### src/rtl/data_mem_responder.sv
// data_mem_responder: data-bus target over a fixed-latency BRAM with little-endian lane steering
// and rejection of misaligned or out-of-range accesses.
module data_mem_responder #(
    parameter int DEPTH_WORDS  = 16384,
    parameter int READ_LATENCY = 2
) (
    input  logic                           clk_in,
    input  logic                           rst_in,
    input  logic [31:0]                    addr,
    input  logic [1:0]                     mem_width,
    input  logic                           dispatch_read,
    input  logic                           dispatch_write,
    input  logic [31:0]                    write_data,
    output logic [31:0]                    read_data,
    output logic                           busy,
    output logic                           err_pulse,
    output logic [$clog2(DEPTH_WORDS)-1:0] bram_addr,
    output logic [3:0]                     bram_we,
    output logic [31:0]                    bram_wdata,
    input  logic [31:0]                    bram_rdata
);
    localparam int AW = $clog2(DEPTH_WORDS);
    localparam logic [1:0] LAST = 2'(READ_LATENCY - 1);

    typedef enum logic [1:0] {IDLE, WRITE, READ_WAIT, DONE_ERR} state_t;

    state_t          r_state, w_next;
    logic            r_busy, r_err;
    logic [31:0]     r_rdata, r_wdata, w_wd_st, w_shift, w_ext;
    logic [AW-1:0]   r_addr;
    logic [3:0]      r_we, w_we_st;
    logic [1:0]      r_off, r_width, r_cnt;
    logic            w_req, w_mis, w_oor, w_bad, w_start_rd;

    assign w_req      = r_state == IDLE && !r_busy && (dispatch_read || dispatch_write);
    assign w_mis      = mem_width == 2'd3 || (mem_width == 2'd1 && addr[0]) ||
                        (mem_width == 2'd2 && addr[1:0] != 2'd0);
    assign w_oor      = addr[31:2] >= 30'(DEPTH_WORDS);
    assign w_bad      = w_mis || w_oor;
    // The read address reaches the RAM in the accept cycle so data lands on the last wait cycle.
    assign w_start_rd = rst_in && w_req && !w_bad && !dispatch_write;

    assign w_we_st = mem_width == 2'd0 ? 4'b0001 << addr[1:0] :
                     mem_width == 2'd1 ? (addr[1] ? 4'b1100 : 4'b0011) : 4'b1111;
    assign w_wd_st = mem_width == 2'd0 ? {4{write_data[7:0]}} :
                     mem_width == 2'd1 ? {2{write_data[15:0]}} : write_data;

    assign w_shift = bram_rdata >> {r_off, 3'b000};
    assign w_ext   = r_width == 2'd0 ? {24'd0, w_shift[7:0]} :
                     r_width == 2'd1 ? {16'd0, w_shift[15:0]} : w_shift;

    assign busy       = r_busy;
    assign err_pulse  = r_err;
    assign read_data  = r_rdata;
    assign bram_we    = r_we;
    assign bram_wdata = r_wdata;
    assign bram_addr  = w_start_rd ? addr[AW+1:2] : r_addr;

    always_comb begin
        w_next = r_state;
        case (r_state)
            IDLE:      w_next = !w_req ? IDLE : w_bad ? DONE_ERR :
                                dispatch_write ? WRITE : READ_WAIT;
            READ_WAIT: w_next = r_cnt == LAST ? IDLE : READ_WAIT;
            default:   w_next = IDLE;
        endcase
    end

    always_ff @(posedge clk_in or negedge rst_in) begin
        if (!rst_in) begin
            r_state <= IDLE;
            r_busy  <= 1'b0;
            r_err   <= 1'b0;
            r_rdata <= '0;
            r_wdata <= '0;
            r_addr  <= '0;
            r_we    <= '0;
            r_off   <= '0;
            r_width <= '0;
            r_cnt   <= '0;
        end else begin
            r_state <= w_next;
            r_busy  <= w_next != IDLE;
            r_err   <= w_req && (w_bad || (dispatch_read && dispatch_write));
            r_we    <= '0;
            r_cnt   <= r_state == READ_WAIT ? r_cnt + 2'd1 : 2'd0;
            if (w_req && !w_bad) begin
                r_addr  <= addr[AW+1:2];
                r_off   <= addr[1:0];
                r_width <= mem_width;
            end
            if (w_req && !w_bad && dispatch_write) begin
                r_we    <= w_we_st;
                r_wdata <= w_wd_st;
            end
            if (w_req && w_bad && !dispatch_write)
                r_rdata <= '0;
            if (r_state == READ_WAIT && r_cnt == LAST)
                r_rdata <= w_ext;
        end
    end
endmodule

### config.mk
export PLATFORM = sky130hd
export DESIGN_NAME = data_mem_responder
export DESIGN_NICKNAME = d
export VERILOG_FILES = /design/src/rtl/data_mem_responder.sv
export SDC_FILE = /design/constraint.sdc
export NUM_CORES = 1
export LEC_CHECK = 0
export CAP_MARGIN = 15
export CORE_UTILIZATION = 47
export CTS_CLUSTER_SIZE = 40
export DETAILED_ROUTE_END_ITERATION = 7
export PLACE_DENSITY_LB_ADDON = 0.12
export REMOVE_ABC_BUFFERS = 1
export SYNTH_ARGS = -nofsm -noshare
export SYNTH_HDL_FRONTEND = slang
export SYNTH_SLANG_ARGS = --single-unit
### constraint.sdc
create_clock -name clk_in -period 5.7 [get_ports clk_in]
set_clock_uncertainty 0.05 [all_clocks]
set_input_delay 0.57 -clock clk_in [delete_from_list [all_inputs] [get_ports clk_in]]
set_output_delay 0.57 -clock clk_in [all_outputs]
set_load 0.03 [all_outputs]
==> results by group, run 1 <==
Pwr
  • P_int: ~1.1 mW
  • Switching power total: 0.457 mW
  • Clk pwr share: 30.5%
  • Cell Pwr Density: roughly 230 nW/µm²
  • Sequential Power Share: 45.4%
  • Comb power frac: between 20% and 30%
  • Switching part of the total: around 29%
  • Peak VDD IR: between 0.0001 and 0.00015 V
  • Leakage: just over 3 nW

Floorplanning
  • Die X: around 100 µm
  • Core footprint: 9730 µm²
  • Die Y: around 100 µm
  • Rows: 36
  • Starting Density: 48.3%
  • # IOs: approximately 190
  • DIE AREA: roughly 10000 µm²

Detailed routing
  • Detail-routed net length per standard cell: 16.7 µm
  • Vias per inst: 5.14
  • Drt first-iter violations: 60
  • Routed WL: 11500 µm
  • DRT Pass-1 Iters: 4
  • Via count: ~3600
  • Final ANT Viol Nets: 0
  • DRC errors left: 0

Placement
  • Dpl cells: 676
  • Dpl hpwl: roughly 8200 µm
  • Routability-driven placement congestion ratio: between 0.7 and 0.8
  • IO Port Bufs: approximately 190

Global routing
  • M3 GR Usage: approximately 5.9%
  • Vias in the first global route: around 3600
  • First-pass GRT wire length: 17800 µm
  • GR Util met1: 28.4%
  • Pin count of the biggest net entering global routing: between 50 and 60
  • Global Route Usage Sum: 22.1%
  • Initial antenna violation count: 0
  • Total grt overflow: 0
  • Gr busiest metal: met2
  • Grt met2 use: between 30% and 40%

Clocking
  • Clk Latency, worst-skew pair: around 340 ps
  • TritonCTS Buffers: 9
  • CTS tree: yes
  • Cts hold-fix bufs: 0
  • Post-CTS Setup Repair Bufs: 0
  • Root buf cell: clkbuf_8
  • Clock sinks: 92
  • H-tree lvl count: 3
  • CTS max path bufs: 2
  • Post-CTS Resized: 0
  • Clock transition at path regs: 90 ps

Setup path
  • WP data required: between 5000 and 6000 ps
  • Worst reg2reg path depth: 4
  • CP Cell Sequence: clkdlybuf4s50_1 -> buf_4 -> o21a_1 -> o22ai_4 -> and4_1 -> mux2_2 -> clkdlybuf4s50_1
  • Critical path endpoint category: output port
  • Worst R2R End: r_addr[6]$_DFFE_PN0N_
  • R2r setup slk: 3370 ps
  • CP max FO: 14
  • Critical Path AT: approximately 3600 ps
  • Crit path kind: in2out
  • Slowest cell on the critical path: clkdlybuf4s50_1
  • Worst r2r src: r_state[1]$_DFF_PN0_
  • Crit-path max cell delay: around 640 ps
  • Setup crit start kind: primary input
  • Cell repeated most along the worst path: clkdlybuf4s50_1

Finish
  • Finished Layout Cells: approximately 690
  • Share of cells above drive strength 1: 17.2%
  • Nets: roughly 660
  • Area grow syn2layout: 45.3%
  • Diodes inserted: 0

Timing
  • Relative slew slack: around a third
  • Final setup viols: 0
  • Final slew viol count: 0
  • Setup TNS: 0 ps
  • Hold Violations, Final: 0
  • Unrepaired setup endpoints after global routing: false
  • Slew @ Worst Pin: ~1000 ps
  • Final min period: 4220 ps
  • Tcrit/Tclk final: about 74%
  • Achievable frequency: around 0.24 GHz

Logic synthesis
  • Post-Syn Area: ~4700 µm²
  • Number of synthesized flops with an enable pin: 0
  • Seq/Total Area, Yosys: about half
  • Syn Inst Count: around 380
  • Asr flop ratio synth: 100%
  • Avg Cell Area, Syn: approximately 12 µm²
  • Synth Warn #: 0
  • Top_reg_cell synth: dfrtp_1
  • Netlist cell types: 35
  • Seq cells post-synth: between 90 and 100

Worst hold path
  • Hold/Removal Path Class: in2async

Job
  • Max_cap viols: 0

Run status
  • Status: complete, no violations
## layout make-up
| class | instances | area, µm² |
|---|---|---|
| timing repair buffer | 191 | 1890 |
| sequential | 92 | 2300 |
| clock buffer | 12 | 145 |
| inverter | 3 | 11.3 |
| tap | 133 | 166 |
| clock inverter | 4 | 72.6 |
| fill | 761 | 2900 |
| multi-input combinational | 257 | 2240 |
## state kept, by name, summed over array words and instances (netlist names)
name and cells:
r_off 2, r_cnt 2, r_state 2, r_width 2, err_pulse 1, read_data 32
busy 1, bram_wdata 32, r_addr 14, bram_we 4
## per-stage QoR
step | hold WS [ps] | area (µm²) | utilization (%) | worst slack [ps] | power, mW
2_1_floorplan | 224 | 4550 | - | 2950 | 0.921
6_report | 128 | 6830 | 70.2 | 1480 | 1.59
5_1_grt | 151 | 6830 | 70.2 | 1360 | 1.67
3_3_place_gp | 370 | 6610 | 67.9 | 1510 | 1.12
4_1_cts | 147 | 6830 | 70.2 | 1440 | 1.61
3_5_place_dp | 377 | 6610 | 67.9 | 1460 | 1.12
## power by group through the flow
stage	clock network, mW	logic [mW]	registers, mW
2_1_floorplan	0	0.127	0.794
4_1_cts	0.494	0.388	0.724
5_1_grt	0.520	0.416	0.731
3_3_place_gp	0	0.380	0.735
3_5_place_dp	0	0.387	0.737
6_report	0.485	0.383	0.723
## Yosys cell counts, types with 2 or more instances
library cell,n,share of area [%]
mux2_1,12,2.9
nor2_1,14,1.1
dfrtp_1,92,49
nand2b_1,3,0.40
buf_1,3,0.24
o2bb2ai_1,16,3.0
mux2_4,26,8.3
nand2_1,41,3.3
clkbuf_1,6,0.48
mux2i_1,48,10
inv_1,3,0.24
o22ai_1,8,1.1
nor4_1,4,0.53
o21ai_0,20,2.1
a21oi_1,6,0.64
buf_6,5,1.2
buf_2,11,1.2
mux2_2,42,10
and4_1,2,0.37
## logic make-up (layout without fill, tap and decap cells)
kind of cell               Yosys count  after routing  synth area share, %
muxes                              128            128                 31.5
DFF                                 92             92                 49.0
and+or+nand+nor                     73             73                 7.86
adders and majority gates            1              1                0.266
buffers and inverters               29            210                 3.49
AOI/OAI and AO/OA                   55             55                 7.91
## per-layer routing
metal,vias up,share of wire (%),wire (µm)
li1,1703,-,-
met1,1735,44,5120
met2,114,48,5540
met3,6,6.8,781
met4,0,0.79,91
met5,-,0,0
## layout by cell type (no fill, tap or decap), types with 2 or more instances in the layout
| cell type | n |
|---|---|
| clkbuf_8 | 10 |
| nand2b_1 | 3 |
| o22ai_1 | 8 |
| mux2_1 | 12 |
| mux2_4 | 26 |
| mux2_2 | 42 |
| a21oi_1 | 6 |
| dfrtp_1 | 92 |
| o2bb2ai_1 | 16 |
| clkbuf_1 | 2 |
| nand2_1 | 41 |
| o21ai_0 | 20 |
| bufinv_16 | 2 |
| mux2i_1 | 48 |
| clkdlybuf4s50_1 | 184 |
| and4_1 | 2 |
| nor4_1 | 4 |
| inv_1 | 3 |
| nor2_1 | 14 |
| buf_4 | 7 |
## critical path, delay by kind of cell
family | cells | cell delay [ps]
buffers and inverters | 3 | 1530
multiplexers | 1 | 400
AND/OR/NAND/NOR | 1 | 640
AO/OA/AOI/OAI | 2 | 440
## worst max path at each step
stage	startpoint	to	slack [ps]	cells past startpoint
after detailed placement	mem_width[0]	bram_addr[0]	1460	7
after global routing	mem_width[0]	bram_addr[0]	1360	7
after CTS	mem_width[0]	bram_addr[0]	1440	7
after global placement	mem_width[0]	bram_addr[1]	1510	7
final	mem_width[0]	bram_addr[0]	1480	7
after floorplan	addr[18]	bram_addr[10]	2950	4
Power figures use the tool's default switching activity.
==> inputs of run 2 (changes only) <==
--- a/config.mk
+++ b/config.mk
@@ -6,7 +6,7 @@
 export NUM_CORES = 1
 export LEC_CHECK = 0
 export CAP_MARGIN = 15
-export CORE_UTILIZATION = 47
+export CORE_UTILIZATION = 44
 export CTS_CLUSTER_SIZE = 40
 export DETAILED_ROUTE_END_ITERATION = 7
 export PLACE_DENSITY_LB_ADDON = 0.12
==> constraint.sdc (replaced) <==
create_clock -name clk_in -period 3.9 [get_ports clk_in]
set_clock_uncertainty 0.05 [all_clocks]
set_input_delay 0.39 -clock clk_in [delete_from_list [all_inputs] [get_ports clk_in]]
set_output_delay 0.39 -clock clk_in [all_outputs]
set_load 0.03 [all_outputs]
==> run 2 against run 1 <==
Final area up 0.53%. Non-clock buffer count up 3. Global-route usage rose by 0.31 points. Sequential cell count stayed put. Register-to-register slack worse by 1800 ps. Wire length increased by 2.9%. Hold slack improved by 280 ps. Sequential power increased by 47%. Combinational power rose by 48%. Clock power rose by 49%. First-iteration DRC count up 78%. Worst setup slack worse by 930 ps.
==> results by group, run 2 (synthesis results as in run 1) <==
Run status
  • Status: complete, no violations (unchanged)

Timing
  • Final setup viols: 0 (unchanged)
  • Final min period: 3350 ps
  • Hold WS: 404 ps (was 128 ps)
  • Setup TNS: 0 ps (unchanged)
  • Final slew viol count: 0 (unchanged)
  • Achievable frequency: approximately 0.30 GHz
  • Unrepaired setup endpoints after global routing: false (unchanged)
  • Hold Violations, Final: 0 (unchanged)
  • Tcrit/Tclk final: around 86%
  • Slew @ Worst Pin: 1050 ps (was 998 ps)
  • Relative slew slack: 29.7% (was 33.5%)

Clocking
  • H-tree lvl count: 3 (unchanged)
  • Clk Latency, worst-skew pair: 360 ps (was 340 ps)
  • Clock sinks: 92 (unchanged)
  • CTS max path bufs: 2 (unchanged)
  • CTS tree: yes (unchanged)
  • TritonCTS Buffers: 9 (unchanged)
  • Clock transition at path regs: 90 ps (about the same)
  • Root buf cell: clkbuf_8 (unchanged)

Pwr
  • Switching part of the total: 29.2% (was 28.7%)
  • Leakage: 3.05 nW (was 3.04 nW)
  • Tot Pwr: 2.35 mW (was 1.59 mW)
  • Switching power total: 0.685 mW (was 0.457 mW)
  • Sequential Power Share: 45.0% (was 45.4%)
  • Comb power frac: 24.2% (was 24.1%)
  • Cell Pwr Density: 342 nW/µm² (was 233 nW/µm²)
  • Clk pwr share: 30.8% (was 30.5%)
  • Peak VDD IR: 0.000207 V (was 0.000141 V)
  • P_int: 1.66 mW (was 1.14 mW)

Finish
  • Nets: 660 (was 657)
  • Area grow syn2layout: 46.1% (was 45.3%)
  • Most common cell after layout, fill and taps aside: clkdlybuf4s50_1 (unchanged)
  • Diodes inserted: 0 (unchanged)
  • Most frequent cells in the layout: clkdlybuf4s50_1 (184), dfrtp_1 (92), mux2i_1 (48) (unchanged)
  • Share of cells above drive strength 1: 17.6% (was 17.2%)

Setup path
  • CP Cell Sequence: clkdlybuf4s50_1 -> nor4_1 -> and4_1 -> and4_1 -> buf_4 -> mux2_2 -> clkdlybuf4s50_1 (was clkdlybuf4s50_1 -> buf_4 -> o21a_1 -> o22ai_4 -> and4_1 -> mux2_2 -> clkdlybuf4s50_1)
  • Setup crit start kind: primary input (unchanged)
  • CP startpoint: addr[23] (was mem_width[0])
  • R2r setup slk: 1590 ps (was 3370 ps)
  • CP max FO: 14 (unchanged)
  • Crit path to: bram_addr[1] (was bram_addr[0])
  • Critical Path AT: 2910 ps (was 3600 ps)
  • Worst R2R End: r_addr[12]$_DFFE_PN0N_ (was r_addr[6]$_DFFE_PN0N_)
  • Slowest cell on the critical path: clkdlybuf4s50_1 (unchanged)
  • CP bufs+invs: 3 (unchanged)
  • Critical path endpoint category: output port (unchanged)
  • Cell family with most CP delay: buffers and inverters (unchanged)
  • Worst reg2reg path depth: 4 (unchanged)
  • Worst r2r src: r_state[1]$_DFF_PN0_ (unchanged)
  • Worst path depth: 7 (unchanged)
  • WP data required: 3460 ps (was 5080 ps)
  • Crit path kind: in2out (unchanged)
  • Crit-path max cell delay: 600 ps (was 640 ps)

Placement
  • IO Port Bufs: 185 (unchanged)
  • Routability-driven placement congestion ratio: 0.806 (was 0.747)
  • Dpl hpwl: 8340 µm (was 8150 µm)

Global routing
  • Global Route Usage Sum: 22.4% (was 22.1%)
  • Pin count of the biggest net entering global routing: 60 (was 55)
  • Total grt overflow: 0 (unchanged)
  • Vias in the first global route: 3766 (was 3608)
  • Initial antenna violation count: 0 (unchanged)
  • First-pass GRT wire length: 19400 µm (was 17800 µm)

Floorplanning
  • # IOs: 186 (unchanged)
  • Die X: 105 µm (was 102 µm)
  • Core footprint: 10300 µm² (was 9730 µm²)
  • Starting Density: 45.5% (was 48.3%)
  • Rows: 37 (was 36)
  • DIE AREA: 11100 µm² (was 10400 µm²)
  • Die Y: 105 µm (was 102 µm)

Detailed routing
  • Vias per inst: 5.23 (was 5.14)
  • Final ANT Viol Nets: 0 (unchanged)
  • Detail-routed net length per standard cell: 17.0 µm (was 16.7 µm)
  • DRC errors left: 0 (unchanged)
  • Via count: 3649 (was 3558)
  • Routed WL: 11900 µm (was 11500 µm)
  • DRT Pass-1 Iters: 4 (unchanged)
  • Drt first-iter violations: 107 (was 60)

Worst hold path
  • Hold/Removal Path Class: reg2reg (was in2async)

Job
  • Max_cap viols: 0 (unchanged)
run 2: changes by cell type in the layout (fill, tap and decap cells not counted):
cell	before	now
buf_4	7	9
clkinvlp_4	1	2
dlygate4sd3_1	0	1
inv_6	0	1
clkinv_2	1	0
clkbuf_1	2	1
run 2: repair_timing:
| action | in CTS | in global routing |
|---|---|---|
| setup endpoints to repair | 0 | 0 |
| gates resized for setup | 0 | 0 |
| setup buffers | 0 | 0 |
| hold buffers | 1 | 0 |
| endpoints found under the hold margin | 33 | 0 |
run 2: worst reg2reg max path, stage by stage (launching register included):
cell	delay (ps)
dfrtp_1	430
nor3_4	270
o21ai_0	250
and3b_1	780
mux2_2	410
run 2: worst min path at each step:
stage                       startpoint                   endpoint  slack, ps  cells after the start
finish              r_cnt[0]$_DFF_PN0_         r_cnt[0]$_DFF_PN0_        400                      1
floorplan                       rst_in  bram_wdata[0]$_DFFE_PN0P_         40                      0
CTS                 r_cnt[0]$_DFF_PN0_         r_cnt[0]$_DFF_PN0_        400                      1
global placement                rst_in     r_addr[11]$_DFFE_PN0N_        330                      1
global route        r_cnt[0]$_DFF_PN0_         r_cnt[0]$_DFF_PN0_        430                      1
detailed placement              rst_in      r_addr[9]$_DFFE_PN0N_        320                      1
run 2: routing by layer:
layer	global-route usage, %	up-vias	wire [µm]
met2	36.6	127	5700
met1	28.8	1786	5200
met4	9.26	0	222
met5	0	-	0
met3	4.82	16	740
li1	-	1720	-
run 2: layout make-up:
type                    instances  area [µm²]
clock buffers                  11         141
clock inverters                 5        83.8
fillers                       810        3460
inverters                       3        11.3
multi-input cells             257        2240
flip-flops and latches         92        2300
well taps                     136         170
repair buffers                194        1920
run 2: power by group through the flow:
stage          clock, mW  sequential, mW  combinational (mW)
6_report           0.723            1.06               0.568
5_1_grt            0.784            1.07               0.610
4_1_cts            0.745            1.06               0.575
3_5_place_dp           0            1.08               0.572
3_3_place_gp           0            1.07               0.560
2_1_floorplan          0            1.16               0.186
run 2: metrics by stage:
step | instance area, µm² | setup WS, ps | utilization, % | cells
after global routing | 6860 | 422 | 66.5 | 698
final | 6860 | 546 | 66.5 | 698
after global placement | 6630 | 666 | 64.2 | 681
after detailed placement | 6630 | 515 | 64.2 | 681
after CTS | 6860 | 506 | 66.5 | 698
after floorplan | 4550 | 1410 | - | 352
